$ cat src/rtl/shift_add_multiplier.sv
// Sequential unsigned WIDTH x WIDTH multiplier: one add-and-shift step per clock through a chain of 4-bit ripple adders.
// Optional build macro MUL_ZERO_SKIP_EN: a zero operand bypasses RUN and reports P=0 one cycle after the start sample.

module parallel_adder (
   input  logic [3:0] a,
   input  logic [3:0] b,
   input  logic       cin,
   output logic [3:0] sum,
   output logic       cout
);

   logic [4:0] c;

   assign c[0] = cin;

   for (genvar i = 0; i < 4; i++) begin : g_fa
      assign sum[i]  = a[i] ^ b[i] ^ c[i];
      assign c[i+1]  = (a[i] & b[i]) | (c[i] & (a[i] ^ b[i]));
   end

   assign cout = c[4];

endmodule

module shift_add_multiplier #(
   parameter int WIDTH = 4
) (
   input  logic                 clk,
   input  logic                 rst,
   input  logic                 start,
   input  logic [WIDTH-1:0]     A,
   input  logic [WIDTH-1:0]     B,
   output logic                 busy,
   output logic                 done,
   output logic [2*WIDTH-1:0]   P
);

   // state  | meaning
   // IDLE   | waiting for start; P holds the last product
   // RUN    | one add-and-shift step per cycle, WIDTH steps
   // DONE   | product transferred to P, done pulses on the next cycle
   typedef enum logic [1:0] {
      S_IDLE = 2'd0,
      S_RUN  = 2'd1,
      S_DONE = 2'd2
   } state_t;

   localparam int NSLICE = WIDTH / 4;
   localparam int CW     = $clog2(WIDTH) + 1;

   state_t               state_q, state_d;
   logic [WIDTH-1:0]     m_q, m_d;
   logic [WIDTH-1:0]     h_q, h_d;
   logic                 c_q, c_d;
   logic [WIDTH-1:0]     q_q, q_d;
   logic [CW-1:0]        cnt_q, cnt_d;
   logic                 busy_q, busy_d;
   logic                 done_q, done_d;
   logic [2*WIDTH-1:0]   p_q, p_d;

   logic [WIDTH-1:0]     addend;
   logic [WIDTH-1:0]     sum;
   logic [NSLICE:0]      carry;
   logic                 cout;

   assign addend   = q_q[0] ? m_q : '0;
   assign carry[0] = 1'b0;

   for (genvar g = 0; g < NSLICE; g++) begin : g_slice
      parallel_adder u_add (
         .a    (h_q[4*g +: 4]),
         .b    (addend[4*g +: 4]),
         .cin  (carry[g]),
         .sum  (sum[4*g +: 4]),
         .cout (carry[g+1])
      );
   end

   assign cout = carry[NSLICE];

   // C keeps the carry of the latest step for observation; the same bit is already folded into H's MSB.
   logic carry_unused;
   assign carry_unused = c_q;

   always_comb begin
      state_d = state_q;
      m_d     = m_q;
      h_d     = h_q;
      c_d     = c_q;
      q_d     = q_q;
      cnt_d   = cnt_q;
      busy_d  = busy_q;
      done_d  = 1'b0;
      p_d     = p_q;

      case (state_q)
         S_IDLE: begin
            if (start) begin
               m_d   = A;
               q_d   = B;
               h_d   = '0;
               c_d   = 1'b0;
               cnt_d = '0;
`ifdef MUL_ZERO_SKIP_EN
               if (A == '0 || B == '0) begin
                  q_d     = '0;
                  state_d = S_DONE;
               end else begin
                  busy_d  = 1'b1;
                  state_d = S_RUN;
               end
`else
               busy_d  = 1'b1;
               state_d = S_RUN;
`endif
            end
         end

         S_RUN: begin
            // {C,H,Q} <= {cout,sum,Q} >> 1 with cout landing in H's MSB
            c_d   = cout;
            h_d   = {cout, sum[WIDTH-1:1]};
            q_d   = {sum[0], q_q[WIDTH-1:1]};
            cnt_d = cnt_q + CW'(1);
            if (cnt_q == CW'(WIDTH - 1)) begin
               busy_d  = 1'b0;
               state_d = S_DONE;
            end
         end

         S_DONE: begin
            p_d     = {h_q, q_q};
            done_d  = 1'b1;
            state_d = S_IDLE;
         end

         default: begin
            busy_d  = 1'b0;
            state_d = S_IDLE;
         end
      endcase
   end

   always_ff @(posedge clk or posedge rst) begin
      if (rst) begin
         state_q <= S_IDLE;
         m_q     <= '0;
         h_q     <= '0;
         c_q     <= 1'b0;
         q_q     <= '0;
         cnt_q   <= '0;
         busy_q  <= 1'b0;
         done_q  <= 1'b0;
         p_q     <= '0;
      end else begin
         state_q <= state_d;
         m_q     <= m_d;
         h_q     <= h_d;
         c_q     <= c_d;
         q_q     <= q_d;
         cnt_q   <= cnt_d;
         busy_q  <= busy_d;
         done_q  <= done_d;
         p_q     <= p_d;
      end
   end

   assign busy = busy_q;
   assign done = done_q;
   assign P    = p_q;

endmodule

$ cat config.mk
export PLATFORM = sky130hd
export DESIGN_NAME = shift_add_multiplier
export DESIGN_NICKNAME = d
export VERILOG_FILES = /design/src/rtl/shift_add_multiplier.sv
export SDC_FILE = /design/constraint.sdc
export NUM_CORES = 1
export LEC_CHECK = 0
export CORE_AREA = 2 2 81 60
export CTS_BUF_LIST = sky130_fd_sc_hd__clkbuf_16
export DETAILED_ROUTE_END_ITERATION = 12
export DIE_AREA = 0 0 83 62
export DONT_BUFFER_PORTS = 1
export SYNTH_ARGS = -nofsm -noshare
export SYNTH_HDL_FRONTEND = slang
export SYNTH_SLANG_ARGS = --single-unit
export TNS_END_PERCENT = 20
$ cat constraint.sdc
create_clock -name clk -period 2.54 [get_ports clk]
set_input_delay 0 -clock clk [delete_from_list [all_inputs] [get_ports clk]]
set_output_delay 0 -clock clk [all_outputs]
set_load 0.1 [all_outputs]
# Word-level counts from Yosys, hierarchy flattened
# Index checks and enable logic that the tools add are counted.
# W data, S select, Z words.
word_totals:
  wordCells: 52
  out_inout_bits: 10
  register_bits: 27
  inputBits: 11
op_classes:
  n_reduce_logical: 6
  n_mux: 14
  n_addsub: 1
  eq_ne: 5
  n_bitwise: 18
ops:
  columns: ["op", "n"]
  rows:
  - ["$pmux W4 S2", 2]
  - ["$mux W4", 3]
  - ["$and A1 B1 Y1", 7]
  - ["$xor A1 B1 Y1", 7]
  - ["$pmux W3 S2", 1]
  - ["$reduce_and A2 Y1", 3]
  - ["$mux W2", 2]
  - ["$ne A2 B2 Y1 const B", 2]
  - ["$pmux W2 S2", 1]
  - ["$add A3 B1 Y3 const B", 1]
  - ["$eq A3 B2 Y1 const B", 1]
  - ["$mux W1", 3]
  - ["$mux W3", 1]
  - ["$or A1 B1 Y1", 3]
  - ["$pmux W1 S3", 1]
  - ["$reduce_and A3 Y1", 1]
  - ["$eq A2 B1 Y1 const B", 1]
  - ["$eq A2 B2 Y1 const B", 1]
  - ["$logic_not A2 Y1", 1]
  - ["$reduce_bool A2 Y1", 1]
  - ["$not A1 Y1", 1]

# Depth between registers and ports, before layout
# Gate-level depths: netlist of the first run.
logic_depth:
  ltp_word: 9
  mapped_depth: 7
  depth_no_buf: 7

# Modules after synthesis
# From an unflattened synthesis of the first run, not the netlist that was laid out.
hier_totals:
  hier_cells: 104
  area_unflattened_um2: 1305.0
by_module_without_submodules:
  columns: ["module", "instances", "cells_per_inst", "area_per_inst_um2", "seq_area_each_um2"]
  rows:
  - ["shift_add_multiplier", 1, 90, 1187.4, 675.6]
  - ["parallel_adder", 1, 14, 117.6, 0.0]

# Worst setup path after synthesis of the first run
# No wires, ideal clock.
synth_timing:
  path_kind: "reg-to-reg"
  startpoint: "register q_q[0]"
  endpoint: "register h_q[2]"
  slack_ns: 0.412
  t_arrival_ns: 2.045
  path_buffers: 0
  required_ns: 2.457
  stages_incl_launch_ff: 8
  setup_ns: 0.083
  synth_period_minus_slack_ns: 2.128
  cell_sequence: "dfrtp_1 and2_1 ha_1 fa_1 fa_1 inv_1 fa_1 o21ai_0"
synth_between:
  elab_chain_len: 8
  word_cells_on_any_way: 13
  cone_classes: "mux: 2; bitwise: 11"
synth_lines:
  columns: ["element", "line_no", "rtl"]
  rows:
  - ["start: declaration", "55", "logic [WIDTH-1:0] q_q, q_d;"]
  - ["start signal: assignment", "160", "q_q <= q_d;"]
  - ["$mux W4 (*)", "66", "assign addend = q_q[0] ? m_q : '0;"]
  - ["$and A1 B1 Y1 / $xor A1 B1 Y1 (equally long branches)", "18", "assign c[i+1] = (a[i] & b[i]) | (c[i] & (a[i] ^ b[i]));"]
  - ["$and A1 B1 Y1", "18", null]
  - ["$or A1 B1 Y1", "18", null]
  - ["$and A1 B1 Y1", "18", null]
  - ["$or A1 B1 Y1", "18", null]
  - ["$xor A1 B1 Y1 (*)", "17", "assign sum[i] = a[i] ^ b[i] ^ c[i];"]
  - ["$pmux W4 S2 (*)", "96", "case (state_q)"]
  - ["end signal: assignment", "148", "h_q <= '0;"]
  - ["end signal: assignment", "158", "h_q <= h_d;"]
  - ["end: declaration", "53", "logic [WIDTH-1:0] h_q, h_d;"]
# Mark *: on every way between the ends. The rest lies on a longest branch, timed or not.
# A chain may end at the register's enable or synchronous reset.

# Final worst setup path of the first run
# Same ends and word-level chain as after synthesis.

==> metrics.csv, run 1 <==
metric;value;unit
status;completed;
first drt pass iteration count;4;
vias in the first global route;811;
RR Endpoint;h_q[2];
Synth Register Bits;27;
diode count;0;
peak fanout along the critical path;7;
startpoint types;flop;
Rel. slew slack;0.312;
max frequency;0.437;GHz
cell mode on critical path;fa_1;
kind of critical path;reg2reg;
DRC;0;
first-pass GRT wire length;4110;µm
CTS Buf Count;3;
die area;5150;µm²
R2R Setup Slk;250;ps
core area;4490;µm²
die width;83;µm
Slew Limit Fails;0;
Resized cells post-CTS;0;
buffer depth of the longest clock path;2;
GP Congestion;0.843;
Hold Crit Class;in2reg;
Post-Synthesis Cells;96;
DRT iter0 DRCs;50;
vias per inst;4.59;
fin nets;128;
period utilization;0.900;
Finish-stage setup viols;0;
WL per Instance;14.7;µm
crit path to;h_q[2];
minimum hold slack;49.4;ps
post-route antenna net violation count;0;
Worst-Skew Late Latency;260;ps
Worst Path Arrival;2470;ps
Clock Tree Root;clkbuf_16;
Std-Cell Rows;21;
Slew @ Worst Pin;1030;ps
syn avg cell area;12.9;µm²
Reg2Reg Depth;7;
sequential cell area fraction in the yosys report;0.547;
slowest library cell on the worst path;dfrtp_1;
Yosys warnings;0;
clock sink count;27;
layout cells sized above 1;0.200;
Tmin final;2290;ps
Setup Buffers After CTS;0;
vias post-DR;767;
Layout Utilization;0.331;
WL final;2460;µm
gr usage total;0.106;
CP cell instances;and2_1 > ha_1 > fa_1 > fa_1 > inv_1 > fa_1 > o21ai_0;
Cell variety after synth;20;
Final HPWL DP;1790;µm
Mapped Nets;113;
Slowest Stage Delay on Critical Path;440;ps
TritonCTS clock tree;built;
Area Growth Syn to Fin;20.5;%
Die Y;62;µm
H-Tree Level Count;1;
Reg clk slew, reported paths;70;ps
PortBufs;0;
maxcap violations;0;
CP endpoint kind;flop;
worst reg2reg path startpoint;q_q[0];
Required @ worst endpoint;2730;ps
GR Overflow Total;0;
largest net degree at the start of global routing;28;
netlist area before placement;1230;µm²
antenna violations before repair;0;
Ports;21;
Worst Setup SP;q_q[0];
Layout Skew;5.46;ps
Initial Utilization;0.275;
RSZ-0062 raised after global routing;no;
Hold Fails Final Rpt;0;
Sum Neg Setup Slack;0;ps
cell usage after synthesis:
library cell / n / area (µm²)
dfrtp_1: 27 / 676
mux2_4: 11 / 165
o22ai_1: 8 / 50.1
inv_1: 7 / 26.3
nand2_1: 7 / 26.3
a21oi_1: 6 / 30.0
o21ai_0: 6 / 30.0
a22o_2: 3 / 30.0
and2_1: 3 / 18.8
fa_1: 3 / 60.1
ha_1: 3 / 37.5
nor2_1: 3 / 11.3
nand2b_1: 2 / 12.5
and3_1: 1 / 6.26
buf_6: 1 / 11.3
clkbuf_2: 1 / 5.00
nand2b_4: 1 / 13.8
nor2_4: 1 / 11.3
nor2b_1: 1 / 6.26
o21bai_1: 1 / 7.51
metal layers:
layer | vias to the layer above | global-route usage | routed length [µm] | share of wire
li1 | 361 | - | - | -
met1 | 382 | 0.134 | 1160 | 0.47
met2 | 20 | 0.167 | 1100 | 0.45
met3 | 4 | 0.0423 | 168 | 0.068
met4 | 0 | 0.0445 | 29 | 0.012
met5 | - | 0 | 0 | 0
registers in the layout (all words and copies together), names as in the netlist:
signal and count:
P 8, h_q 4, m_q 4, q_q 4
cnt_q 3, state_q 2, busy 1, done 1
placed cells by master (no fill, tap or decap):
cell type      count
and3_1             1
and2_1             3
buf_4              2
a22o_2             3
clkinvlp_4         1
nand2b_4           1
inv_1              7
nor2b_1            1
dlygate4sd3_1     10
mux2_4            11
a21oi_1            6
fa_1               3
nand2b_1           2
dfrtp_1           27
o21bai_1           1
nor2_1             3
nand2_1            7
ha_1               3
nor2_4             1
o21ai_0            6
clkbuf_16          3
o22ai_1            8
through the flow:
step                cells  cell area [µm²]  setup WS [ps]
detailed placement    153             1310            272
global route          167             1490            109
CTS                   167             1490            254
global placement      153             1310            371
finish                167             1490            254
floorplan              96             1230            412
final cells by class:
cell class	instances	area [µm²]
multi-input cells	60	517
flip-flops and latches	27	676
fillers	430	3010
repair buffers	12	115
well taps	57	71.3
inverters	7	26.3
clock inverters	1	7.51
clock buffers	3	75.1
worst min path at each step:
stage | from | depth (start not counted) | to
final | start | 3 | q_q[2]
after global routing | start | 3 | q_q[3]
after CTS | start | 3 | q_q[2]
after detailed placement | A[1] | 1 | m_q[1]
after global placement | A[1] | 1 | m_q[1]
after floorplan | rst | 1 | P[0]
critical path, delay by kind of cell, from the launching register on:
kind	cells	cell delay, ps
simple gates	1	170
fa+ha+maj	4	1360
buf+inv	1	80
compound gates	1	160
flops	1	440
timing repair:
item / CTS / global route
hold buffers: 10 / 0
hold endpoints to repair: 37 / 0
setup endpoints to repair: 0 / 0
cell families (layout without fill, tap and decap cells):
kind of cell,Yosys count,count (layout),share of synthesized area
simple gates,19,19,0.0861
flops,27,27,0.547
fa+ha+maj,6,6,0.0790
buf+inv,9,23,0.0344
mux,11,11,0.134
compound gates,24,24,0.120
Power of run 1 is not shown: default switching activity piles up to over one toggle a cycle in this logic, so the estimate is an artifact.
==> run 2: changes to the inputs <==
CAP_MARGIN = 10   (was default)
CORE_AREA = 2 2 84 62   (was 2 2 81 60)
DIE_AREA = 0 0 86 64   (was 0 0 83 62)
GPL_TIMING_DRIVEN = 0   (was default)
SYNTH_HIERARCHICAL = 1   (was default)
==> metrics.csv, run 2 <==
metric;value;unit;change
status;completed;;unchanged
layout cells sized above 1;0.235;;was 0.200
Yosys warnings;6;;was 0
largest family of logic cells by synthesized area;compound AO/OA/AOI/OAI gates;;was multiplexers
gr usage total;0.0962;;was 0.106
DRT iter0 DRCs;22;;was 50
Area Growth Syn to Fin;16.9;%;was 20.5%
CP endpoint kind;flop;;unchanged
slowest library cell on the worst path;dfrtp_1;;unchanged
PortBufs;0;;unchanged
kind of critical path;reg2reg;;unchanged
Post-synth EDFFs;0;;unchanged
# fillers;436;;was 430
syn avg cell area;12.5;µm²;was 12.9 µm²
Sum Neg Setup Slack;0;ps;unchanged
most frequent cells in the layout;dfrtp_1 (27), inv_1 (15), mux2_2 (12), dlygate4sd3_1 (7);;was dfrtp_1 (27), mux2_4 (11), dlygate4sd3_1 (10), o22ai_1 (8)
first drt pass iteration count;4;;unchanged
Final HPWL DP;1740;µm;was 1790 µm
clock sink count;27;;unchanged
RSZ-0062 raised after global routing;no;;unchanged
Ports;21;;unchanged
Std-Cell Rows;21;;unchanged
fin nets;133;;was 128
Reg clk slew, reported paths;60;ps;was 70 ps
Slowest Stage Delay on Critical Path;430;ps;was 440 ps
core area;4650;µm²;was 4490 µm²
WL final;2400;µm;was 2460 µm
Worst Path Arrival;2530;ps;was 2470 ps
diode count;0;;unchanged
Post-Synthesis Cells;104;;was 96
CTS Buf Count;3;;unchanged
Post-synth top flop;dfrtp_1;;unchanged
TritonCTS clock tree;built;;unchanged
die width;86;µm;was 83 µm
vias in the first global route;790;;was 811
Required @ worst endpoint;2740;ps;was 2730 ps
buffer depth of the longest clock path;2;;unchanged
Post-synth ARST share;1.00;;unchanged
H-Tree Level Count;1;;unchanged
Yosys top cell area share;0.518;;was 0.547
multiplexer share of the synthesized area;0.104;;was 0.134
Die Y;64;µm;was 62 µm
Post-Synth Simple-Gate Area;0.110;;was 0.0861
sequential cell area fraction in the yosys report;0.518;;was 0.547
Initial Utilization;0.281;;was 0.275
most instantiated library cell after synthesis;dfrtp_1;;unchanged
Rel. slew slack;0.300;;was 0.312
Synth Area in XOR/XNOR;0;;unchanged
Worst-Skew Late Latency;260;ps;about the same
netlist area before placement;1310;µm²;was 1230 µm²
Hold Fails Final Rpt;0;;unchanged
startpoint types;flop;;unchanged
CP delay by family, top;adder cells;;unchanged
die area;5500;µm²;was 5150 µm²
synth top area cells;dfrtp_1 (52%), mux2_2 (10%), fa_1 (6.1%);;was dfrtp_1 (55%), mux2_4 (13%), fa_1 (4.9%)
antenna violations before repair;0;;unchanged
Slew @ Worst Pin;1050;ps;was 1030 ps
largest net degree at the start of global routing;28;;unchanged
Yosys top cell by area;dfrtp_1;;unchanged
Cell variety after synth;28;;was 20
vias per inst;4.72;;was 4.59
GP Congestion;0.773;;was 0.843
Tmin final;2330;ps;was 2290 ps
DRC;0;;unchanged
crit path buf inv count;4;;was 1
Synth Register Bits;27;;unchanged
maxcap violations;0;;unchanged
most frequent cells after synthesis;dfrtp_1 (27), inv_1 (14), mux2_2 (12);;was dfrtp_1 (27), mux2_4 (11), o22ai_1 (8)
Mapped Nets;121;;was 113
Clock Tree Root;clkbuf_16;;unchanged
peak fanout along the critical path;7;;unchanged
Synth Area in Compound Gates;0.119;;was 0.120
max frequency;0.429;GHz;was 0.437 GHz
Finish-stage setup viols;0;;unchanged
Setup Buffers After CTS;0;;unchanged
GR Overflow Total;0;;unchanged
vias post-DR;812;;was 767
post-route antenna net violation count;0;;unchanged
Layout Skew;3.67;ps;was 5.46 ps
period utilization;0.917;;was 0.900
WL per Instance;14.0;µm;was 14.7 µm
commonest non-fill, non-tap cell in the layout;dfrtp_1;;unchanged
Slew Limit Fails;0;;unchanged
Post-Synth Adder-Cell Area;0.0805;;was 0.0790
max reg flops;8;;unchanged
first-pass GRT wire length;4040;µm;was 4110 µm
CP cell instances;and2_1 > fa_1 > inv_1 > fa_1 > inv_1 > fa_1 > inv_1 > fa_1 > inv_1 > a22o_1;;was and2_1 > ha_1 > fa_1 > fa_1 > inv_1 > fa_1 > o21ai_0
Hold Crit Class;in2reg;;unchanged
-- run 2: cell count changes after synthesis, moves of 4 or more --
cell,change
mux2_2,+12
mux2_4,-11
inv_1,+7
a22o_1,+5
nand2_1,-5
o21ai_0,-4
-- run 2: tightest hold or removal path, stage by stage --
cell	delay, ps
or4b_4	100
o21ai_2	50
a21oi_2	90
-- run 2: routing by layer --
metal  part of all wire  GRT usage
met5                  0          0
met1               0.45      0.121
met4              0.015     0.0357
met2               0.47      0.147
met3              0.069     0.0413
-- run 2: what timing repair did --
action | CTS | global route
gates resized for setup | 0 | 0
hold buffers | 7 | 0
hold endpoints to repair | 33 | 0
-- run 2: logic make-up (layout without fill, tap and decap cells) --
| group | after synthesis | after routing |
|---|---|---|
| compound gates | 21 | 21 |
| mux | 12 | 12 |
| flops | 27 | 27 |
| buf+inv | 18 | 29 |
| fa+ha+maj | 6 | 6 |
| other cells | 1 | 1 |
| simple gates | 19 | 19 |
-- run 2: final timing paths --
path / start / to / slack [ps] / cells past startpoint
min in group asynchronous: rst / done / 430 / 2
setup / recovery: q_q[0] / h_q[2] / 210 / 10
setup reg to reg: q_q[0] / h_q[2] / 210 / 10
hold / removal: B[3] / q_q[3] / 20 / 3
max in group asynchronous: rst / busy / 1460 / 2
hold reg to reg: m_q[3] / m_q[3] / 510 / 1
-- run 2: layout make-up --
type,instances,area [µm²],share of cell area
Inverter,15,56.3,0.0369
Multi-Input combinational cell,59,543,0.356
Clock buffer,3,75.1,0.0492
Timing Repair Buffer,7,70.1,0.0459
Clock inverter,1,3.75,0.00246
Buffer,3,30.0,0.0197
Sequential cell,27,676,0.443
Tap cell,57,71.3,0.0468
-- run 2: per-stage QoR --
stage	setup slack, ps	utilization	instance area (µm²)	hold WS, ps	instances
2_1_floorplan	334	-	1310	52.7	104
3_3_place_gp	236	0.296	1380	152	161
3_5_place_dp	210	0.296	1380	155	161
4_1_cts	192	0.328	1530	20.5	172
5_1_grt	55.7	0.328	1530	28.8	172
6_report	210	0.328	1530	19.5	172
Power of run 2 is left out for the same reason.
==> run 3: changes to the inputs <==
BUFFER_PORTS_ARGS = -buffer_cell sky130_fd_sc_hd__buf_2   (was default)
CORE_AREA = 2 2 65 48   (was 2 2 84 62)
DIE_AREA = 0 0 67 50   (was 0 0 86 64)
DONT_BUFFER_PORTS = default   (was 1)
PLACE_DENSITY = 0.7   (was default)
==> metrics.csv, run 3 (synthesis gave the netlist of run 2 again) <==
metric;value;unit;change
vias post-DR;846;;was 812
buffer depth of the longest clock path;2;;unchanged
minimum hold slack;-33.2;ps;was 19.5 ps
fin nets;148;;was 133
vias per inst;5.10;;was 4.72
placed inst area;1450;µm²;was 1380 µm²
Layout Utilization;0.573;;was 0.328
Hold Crit Class;in2async;;was in2reg
failing checks;hold timing;;
TritonCTS clock tree;built;;unchanged
Reg clk slew, reported paths;70;ps;was 60 ps
first-pass GRT wire length;4240;µm;was 4040 µm
peak fanout along the critical path;7;;unchanged
first drt pass iteration count;4;;unchanged
CP endpoint kind;flop;;unchanged
slowest library cell on the worst path;dfrtp_2;;was dfrtp_1
worst reg2reg path startpoint;q_q[0];;unchanged
vias in the first global route;904;;was 790
Layout Skew;6.65;ps;was 3.67 ps
Ports;21;;unchanged
gr usage total;0.173;;was 0.0962
Sum Neg Setup Slack;0;ps;unchanged
R2R Setup Slk;170;ps;was 210 ps
Slowest Stage Delay on Critical Path;450;ps;was 430 ps
maxcap violations;0;;unchanged
GP Congestion;0.737;;was 0.773
Die Y;50;µm;was 64 µm
H-Tree Level Count;1;;unchanged
Rel. slew slack;0.333;;was 0.300
Setup Buffers After CTS;0;;unchanged
Area Growth Syn to Fin;19.5;%;was 16.9%
Tmin final;2370;ps;was 2330 ps
die width;67;µm;was 86 µm
diode count;0;;unchanged
Initial Utilization;0.479;;was 0.281
Hold Fails Final Rpt;27;;was 0
layout cells sized above 1;0.369;;was 0.235
Required @ worst endpoint;2730;ps;was 2740 ps
core area;2720;µm²;was 4650 µm²
Worst-Skew Late Latency;260;ps;about the same
status;finished with violations;;was completed
antenna violations before repair;0;;unchanged
period utilization;0.932;;was 0.917
clock sink count;27;;unchanged
post-route antenna net violation count;0;;unchanged
Slew @ Worst Pin;1000;ps;was 1050 ps
Worst Path Arrival;2560;ps;was 2530 ps
Finish-stage setup viols;0;;unchanged
largest net degree at the start of global routing;28;;unchanged
max reg flops;8;;unchanged
WL final;2490;µm;was 2400 µm
RR Endpoint;h_q[2];;unchanged
die area;3350;µm²;was 5500 µm²
RSZ-0062 raised after global routing;no;;unchanged
max frequency;0.422;GHz;was 0.429 GHz
DRT iter0 DRCs;33;;was 22
Slew Limit Fails;0;;unchanged
CTS Buf Count;3;;unchanged
most frequent cells in the layout;dfrtp_1 (26), buf_2 (19), inv_1 (14), mux2_2 (12);;was dfrtp_1 (27), inv_1 (15), mux2_2 (12), dlygate4sd3_1 (7)
startpoint types;flop;;unchanged
Finished Cell Area;1560;µm²;was 1530 µm²
PortBufs;19;;was 0
Clock Tree Root;clkbuf_16;;unchanged
commonest non-fill, non-tap cell in the layout;dfrtp_1;;unchanged
Std-Cell Rows;16;;was 21
Final HPWL DP;1760;µm;was 1740 µm
kind of critical path;reg2reg;;unchanged
WL per Instance;15.0;µm;was 14.0 µm
Reg2Reg Depth;10;;unchanged
DRC;0;;unchanged
GR Overflow Total;0;;unchanged
CP cell instances;and2_1 > fa_1 > inv_1 > fa_1 > inv_1 > fa_1 > inv_1 > fa_1 > inv_1 > a22o_1;;unchanged
run 3: layer usage:
metal  track usage  vias up  part of all wire
li1              -      399                 -
met1         0.222      426              0.44
met2         0.287       19              0.51
met3        0.0502        2             0.045
met4        0.0442        0            0.0052
met5             0        -                 0
run 3: stage by stage:
stage | instances | hold slack (ps) | worst slack (ps)
after global placement | 159 | 233 | 230
after global routing | 166 | 3.57 | 23.2
after detailed placement | 159 | 239 | 152
after CTS | 166 | 4.84 | 128
after floorplan | 104 | 52.7 | 334
final | 166 | -33.2 | 172
run 3: worst max path at each step:
| stage | start | endpoint | slack [ps] | cells past startpoint |
|---|---|---|---|---|
| floorplan | q_q[0] | h_q[2] | 330 | 10 |
| global placement | q_q[0] | h_q[2] | 230 | 10 |
| detailed placement | q_q[0] | h_q[2] | 150 | 10 |
| CTS | q_q[0] | h_q[2] | 130 | 10 |
| global route | q_q[0] | h_q[2] | 20 | 10 |
| finish | q_q[0] | h_q[2] | 170 | 10 |
run 3: worst max-delay path: cells and delay by family, from the launching register on:
| kind | cells | cell delay, ps |
|---|---|---|
| adders and majority gates | 4 | 1290 |
| AOI/OAI and AO/OA | 1 | 120 |
| DFF | 1 | 450 |
| and+or+nand+nor | 1 | 170 |
| buffers and inverters | 4 | 260 |
run 3: final cells by class:
class	count	area, µm²
Clock buffer	3	75.1
Timing Repair Buffer	22	125
Multi-Input combinational cell	59	543
Sequential cell	27	677
Clock inverter	1	7.51
Inverter	15	56.3
Buffer	3	30.0
Fill cell	252	1160
Tap cell	36	45.0
run 3: repair_timing:
item	4_1_cts	5_1_grt
hold buffers	3	0
setup endpoints to repair	0	1
gates resized for setup	0	1
endpoints found under the hold margin	3	0
Power of run 3 is left out for the same reason.
